**config.mk**
```make
export PLATFORM = sky130hd
export DESIGN_NAME = sobel_tx_sched
export DESIGN_NICKNAME = d
export VERILOG_FILES = /design/src/rtl/sobel_pkg.sv /design/src/rtl/sobel_tx_fifo.sv /design/src/rtl/sobel_tx_sched.sv
export SDC_FILE = /design/constraint.sdc
export NUM_CORES = 1
export LEC_CHECK = 0
export ABC_CLOCK_PERIOD_IN_PS = 4500
export BUFFER_PORTS_ARGS = -buffer_cell sky130_fd_sc_hd__buf_2
export CAP_MARGIN = 20
export CORE_MARGIN = 2
export CORE_UTILIZATION = 36
export CTS_BUF_LIST = sky130_fd_sc_hd__clkbuf_4 sky130_fd_sc_hd__clkbuf_8
export DETAILED_ROUTE_END_ITERATION = 12
export MAX_ROUTING_LAYER = met4
export RECOVER_POWER = 100
export SLEW_MARGIN = 20
export SYNTH_ARGS = -nofsm -noshare
export SYNTH_HDL_FRONTEND = slang
export SYNTH_SLANG_ARGS = --single-unit
export TNS_END_PERCENT = 100
```
**constraint.sdc**
```tcl
create_clock -name sys_clk -period 4.5 [get_ports sys_clk]
set_clock_uncertainty 0.15 [all_clocks]
set_input_delay 0 -clock sys_clk [delete_from_list [all_inputs] [get_ports sys_clk]]
set_output_delay 0 -clock sys_clk [all_outputs]
set_load 0.02 [all_outputs]
```
**src/rtl/sobel_pkg.sv**
```systemverilog
// Shared types and default constants for the Sobel result-to-UART pacing path.
package sobel_pkg;

    // Default clock and UART rate; the scheduler derives its frame gap from these.
    localparam int CLK_FREQ_DEF  = 50_000_000;
    localparam int UART_BPS_DEF  = 9600;

    // Result bytes per image: the 98x98 interior of a 100x100 input.
    localparam int FRAME_LEN_DEF = 9604;

    typedef logic [7:0] byte_t;

    // Launch scheduler states.
    typedef enum logic [1:0] {
        IDLE   = 2'd0,
        LAUNCH = 2'd1,
        WAIT   = 2'd2
    } state_t;

endpackage

```
**src/rtl/sobel_tx_fifo.sv**
```systemverilog
// Small show-ahead FIFO buffering Sobel result bytes ahead of the UART.
// The head entry is always visible on rd_data. A write into a full FIFO
// is still accepted when a read happens in the same cycle.
module sobel_tx_fifo
    import sobel_pkg::*;
#(
    parameter int FIFO_DEPTH = 16
) (
    input  logic                        clk,
    input  logic                        rst,
    input  logic                        wr_en,
    input  byte_t                       wr_data,
    input  logic                        rd_en,
    output byte_t                       rd_data,
    output logic                        full,
    output logic                        empty,
    output logic [$clog2(FIFO_DEPTH):0] level
);

    localparam int AW = $clog2(FIFO_DEPTH);
    localparam logic [AW:0] FULL_LVL = (AW + 1)'(FIFO_DEPTH);

    byte_t          mem [FIFO_DEPTH];
    logic [AW-1:0]  wr_ptr_q;
    logic [AW-1:0]  rd_ptr_q;
    logic [AW:0]    level_q;
    logic           do_wr;
    logic           do_rd;

    assign do_rd   = rd_en && !empty;
    assign do_wr   = wr_en && (!full || do_rd);
    assign full    = (level_q == FULL_LVL);
    assign empty   = (level_q == '0);
    assign level   = level_q;
    assign rd_data = mem[rd_ptr_q];

    // Storage array: written on accepted pushes, no reset needed.
    always_ff @(posedge clk) begin
        if (do_wr) begin
            mem[wr_ptr_q] <= wr_data;
        end
    end

    // Pointers and occupancy; depth is a power of two so pointers wrap naturally.
    always_ff @(posedge clk or posedge rst) begin
        if (rst) begin
            wr_ptr_q <= '0;
            rd_ptr_q <= '0;
            level_q  <= '0;
        end else begin
            if (do_wr) begin
                wr_ptr_q <= wr_ptr_q + AW'(1);
            end
            if (do_rd) begin
                rd_ptr_q <= rd_ptr_q + AW'(1);
            end
            case ({do_wr, do_rd})
                2'b10:   level_q <= level_q + (AW + 1)'(1);
                2'b01:   level_q <= level_q - (AW + 1)'(1);
                default: level_q <= level_q;
            endcase
        end
    end

endmodule

```
**src/rtl/sobel_tx_sched.sv**
```systemverilog
// Paces the bursty Sobel result stream into uart_tx, which has no ready
// signal: bytes are queued and launched one per UART frame time, with a
// per-image byte counter, a frame-complete pulse and a sticky drop flag.
module sobel_tx_sched
    import sobel_pkg::*;
#(
    parameter int CLK_FREQ   = CLK_FREQ_DEF,
    parameter int UART_BPS   = UART_BPS_DEF,
    parameter int FIFO_DEPTH = 16,
    parameter int FRAME_LEN  = FRAME_LEN_DEF
) (
    input  logic                        sys_clk,
    input  logic                        sys_rst,
    input  logic                        pi_flag,
    input  byte_t                       pi_data,
    output logic                        po_flag,
    output byte_t                       po_data,
    output logic [$clog2(FIFO_DEPTH):0] fifo_level,
    output logic                        overflow,
    output logic                        frame_done,
    output logic                        busy
);

    // Ten UART bits plus one bit of guard time after each launch.
    localparam int GAP_CYCLES = (CLK_FREQ / UART_BPS) * 11;
    localparam int GW = (GAP_CYCLES > 2) ? $clog2(GAP_CYCLES) : 1;
    localparam int FW = (FRAME_LEN > 2) ? $clog2(FRAME_LEN) : 1;
    localparam logic [GW-1:0] GAP_LOAD   = GW'(GAP_CYCLES - 1);
    localparam logic [FW-1:0] FRAME_LAST = FW'(FRAME_LEN - 1);

    state_t         state_q, state_d;
    logic [GW-1:0]  gap_q, gap_d;
    logic [FW-1:0]  frame_cnt_q, frame_cnt_d;
    logic           launch;

    logic           po_flag_q;
    byte_t          po_data_q;
    logic           overflow_q;
    logic           frame_done_q;
    logic           busy_q;

    byte_t          fifo_head;
    logic           fifo_full;
    logic           fifo_empty;

    sobel_tx_fifo #(
        .FIFO_DEPTH (FIFO_DEPTH)
    ) u_fifo (
        .clk     (sys_clk),
        .rst     (sys_rst),
        .wr_en   (pi_flag),
        .wr_data (pi_data),
        .rd_en   (launch),
        .rd_data (fifo_head),
        .full    (fifo_full),
        .empty   (fifo_empty),
        .level   (fifo_level)
    );

    // Next-state logic: launch a queued byte, then sit out one UART frame.
    always_comb begin
        state_d     = state_q;
        gap_d       = gap_q;
        frame_cnt_d = frame_cnt_q;
        launch      = 1'b0;
        case (state_q)
            IDLE: begin
                if (!fifo_empty) begin
                    state_d = LAUNCH;
                end
            end
            LAUNCH: begin
                launch      = 1'b1;
                gap_d       = GAP_LOAD;
                state_d     = WAIT;
                frame_cnt_d = (frame_cnt_q == FRAME_LAST) ? '0 : frame_cnt_q + FW'(1);
            end
            WAIT: begin
                if (gap_q == '0) begin
                    state_d = IDLE;
                end else begin
                    gap_d = gap_q - GW'(1);
                end
            end
            default: state_d = IDLE;
        endcase
    end

    // State, gap timer and frame position registers.
    always_ff @(posedge sys_clk or posedge sys_rst) begin
        if (sys_rst) begin
            state_q     <= IDLE;
            gap_q       <= '0;
            frame_cnt_q <= '0;
        end else begin
            state_q     <= state_d;
            gap_q       <= gap_d;
            frame_cnt_q <= frame_cnt_d;
        end
    end

    // Registered outputs: launch strobe with its byte, frame pulse, drop flag, activity.
    always_ff @(posedge sys_clk or posedge sys_rst) begin
        if (sys_rst) begin
            po_flag_q    <= 1'b0;
            po_data_q    <= 8'h00;
            frame_done_q <= 1'b0;
            overflow_q   <= 1'b0;
            busy_q       <= 1'b0;
        end else begin
            po_flag_q    <= launch;
            frame_done_q <= launch && (frame_cnt_q == FRAME_LAST);
            if (launch) begin
                po_data_q <= fifo_head;
            end
            // A pop in the same cycle frees a slot, so only a non-launch cycle drops.
            if (pi_flag && fifo_full && !launch) begin
                overflow_q <= 1'b1;
            end
            busy_q <= (state_q != IDLE) || !fifo_empty;
        end
    end

    assign po_flag    = po_flag_q;
    assign po_data    = po_data_q;
    assign frame_done = frame_done_q;
    assign overflow   = overflow_q;
    assign busy       = busy_q;

endmodule
```
==> flow_summary_export.csv <==
group,metric,value,unit
outcome,status,"completed",
timing,hold_viol,0,
timing,min_period,3360,ps
floorplan,coreArea,21200,µm²
layout,n_antenna_cell,0,
yosys,synthTopCellsByCount,"128 x edfxtp_1, 57 x dfrtp_1, 40 x nand2_1",
critical_path,crit_arrival,3600,ps
timing,finalWorstSetupSlack,1140,ps
placement,routabilityCongestion,0.870,
yosys,synth_top_area_share,49.1,%
cts,insertion_delay,470,ps
timing,fmax,298,MHz
yosys,syn_area_per_cell,14.8,µm²
grt,grt_pass1_wl,25300,µm
routing,routed_wl,16100,µm
layout,nets,585,
power,power.density,572,nW/µm²
yosys,synth_top_flop_cell,"edfxtp_1",
critical_path,crit_type,"reg -> reg",
critical_path,crit_fanout,29,
grt,overflow,0,
yosys,synth_edf_count,128,
run,cap_viol_max_count,0,
timing,slew_viol_final,0,
hold_path,hold_path_class,"in -> async",
yosys,synthCells,529,
layout,nFillCells,1908,
yosys,yosys_warnings,0,
power,power_leakage,2.96,nW
timing,setup_tns,0,ps
timing,slew_headroom,19.0,%
cts,cts_buffers,17,
routing,viasPerCell,5.33,
floorplan,die_h,151,µm
floorplan,start_util,37.0,%
floorplan,die_width,151,µm
routing,vias,4545,
critical_path,cp-start-kind,"register",
cts,cts_tree,"built",
placement,place_inst,811,
cts,cts_sinks,185,
critical_path,end_kind,"register",
power,ir_worst_vdd,238,µV
placement,port_buffers,27,
layout,drive_gt1_share,11.9,%
timing,rsz0062_at_grt,"no",
routing,drc,0,
yosys,yosysMostFrequentCell,"edfxtp_1",
cts,clock_path_buffers,2,
routing,firstDrtPassIters,5,
floorplan,pin_count,28,
routing,routedWlPerCell,18.8,µm
yosys,async_flop_share,30.8,%
cts,post-cts-setup-buffers,0,
yosys,ys_seq_area_share,67.4,%
grt,grt_max_degree,58,
yosys,synth-seq-cells,185,
critical_path,cp.required,4750,ps
placement,place_hpwl,11000,µm
critical_path,path_cells,"nand2b_1 > buf_4 > inv_1 > o21ai_0 > nor2_1 > xor2_1 > ha_1 > nor3_1 > a211oi_1 > a31o_2 > a21oi_1",
layout,layout-area-overhead-vs-synth,11.1,%
yosys,syn-num-nets,549,
routing,drt-initial-drc-count,352,
floorplan,row_count,53,
layout,instances_no_fill,853,
timing,fin_crit_sh,74.6,%
timing,finalSetupViolCount,0,
yosys,yosysUniqueCellTypes,56,
timing,worst_hold_slack,136,ps
placement,place_ws,1270,ps
cts,h-tree-depth,4,
cts,clk_pin_slew,100,ps
critical_path,cp_slowest_cell,"inv_1",
cts,root_buffer,"clkbuf_8",
power,power.total,4.97,mW
grt,grt_pass1_vias,4526,
yosys,yosys.area.top_type,"edfxtp_1",
routing,drtAntennaViolNets,0,
floorplan,die_area,22900,µm²
cts,post_cts_resized,0,
grt,grt_antenna_before_repair,0,
yosys,syn-cell-area,7820,µm²
yosys,ys_top_cells_by_area,"edfxtp_1 49%, dfrtp_1 18%, mux4_2 6.6%",
critical_path,slowest_delay,530,ps
grt,grt.total_usage,15.4,%
timing,tightest_slew,1210,ps
==> metal layers <==
metal  up-vias  GRT usage, %  share of wire, %
li1       2110             -                 -
met1      2307          19.6                44
met2       114          24.8                49
met3        14          3.92               5.1
met4         0          3.93               1.1
met5         -             -                 0
==> cells in the final DEF (no fill, tap or decap), types with 5 or more instances in the layout <==
cell	count
edfxtp_1	128
dfrtp_1	57
nand2_1	40
nor2_1	37
clkbuf_1	30
mux2i_1	27
mux4_2	23
clkbuf_8	17
nand3_1	15
xnor2_1	15
nor3_1	12
dlygate4sd3_1	10
o21ai_0	9
ha_1	9
nor4_1	8
inv_1	8
nand4_1	8
or4_1	7
or3_1	7
o211ai_1	7
xor2_1	7
a21oi_1	6
mux2_2	6
nand2b_1	5
o31ai_1	5
o22ai_1	5
==> flip-flops by register name (all words and copies together), names as in the netlist, 2 cells and up <==
name	flops
u_fifo.wr_ptr_q	4
gap_q	16
u_fifo.rd_ptr_q	4
u_fifo.level	5
u_fifo.mem	128
state_q	2
frame_cnt_q	14
po_data	8
==> worst paths after layout <==
kind,startpoint,to,slack [ps],depth (start not counted)
max,state_q[1],u_fifo.level[4],1140,11
min,sys_rst,u_fifo.level[3],140,4
max reg2reg,state_q[1],u_fifo.level[4],1140,11
min reg2reg,frame_cnt_q[13],frame_cnt_q[13],330,1
max in group asynchronous,sys_rst,frame_cnt_q[7],3570,4
min in group sys_clk,frame_cnt_q[13],frame_cnt_q[13],330,1
==> cells by family after synthesis <==
logic type	share of synthesized area (%)
xor+xnor	2.46
fa+ha+maj	1.44
mux	10.9
simple gates	10.4
buf+inv	1.97
compound gates	5.45
flops	67.4
==> what timing repair did <==
action	in CTS	in global routing
hold buffers	10	0
hold endpoints to repair	192	0
endpoints found under the setup margin	0	0
==> area by class of cell <==
cell class	count	area [µm²]	share of cell area, %
multi-input combinational	306	2390	27.6
tap	275	344	3.96
timing repair buffer	46	253	2.91
inverter	9	33.8	0.389
sequential	185	5270	60.6
clock inverter	15	161	1.86
clock buffer	17	234	2.69
==> metrics by stage <==
stage,util [%],instance area [µm²]
after CTS,41.3,8750
after global routing,41.1,8690
final,41.1,8690
after detailed placement,39.0,8250
after global placement,39.0,8250
after floorplan,-,7820
==> critical path, delay by kind of cell (launching register included) <==
family	cells	cell delay [ps]
xor+xnor	1	90
flops	1	460
simple gates	3	660
fa+ha+maj	1	220
compound gates	4	940
buf+inv	2	770
==> where the power goes <==
part           leakage [nW]  switching, mW  internal (mW)
clock                 0.197          0.640          0.461
combinational         0.936          0.821          0.621
sequential             1.83          0.339           2.09
total                  2.96           1.80           3.17
Power figures use the tool's default switching activity.
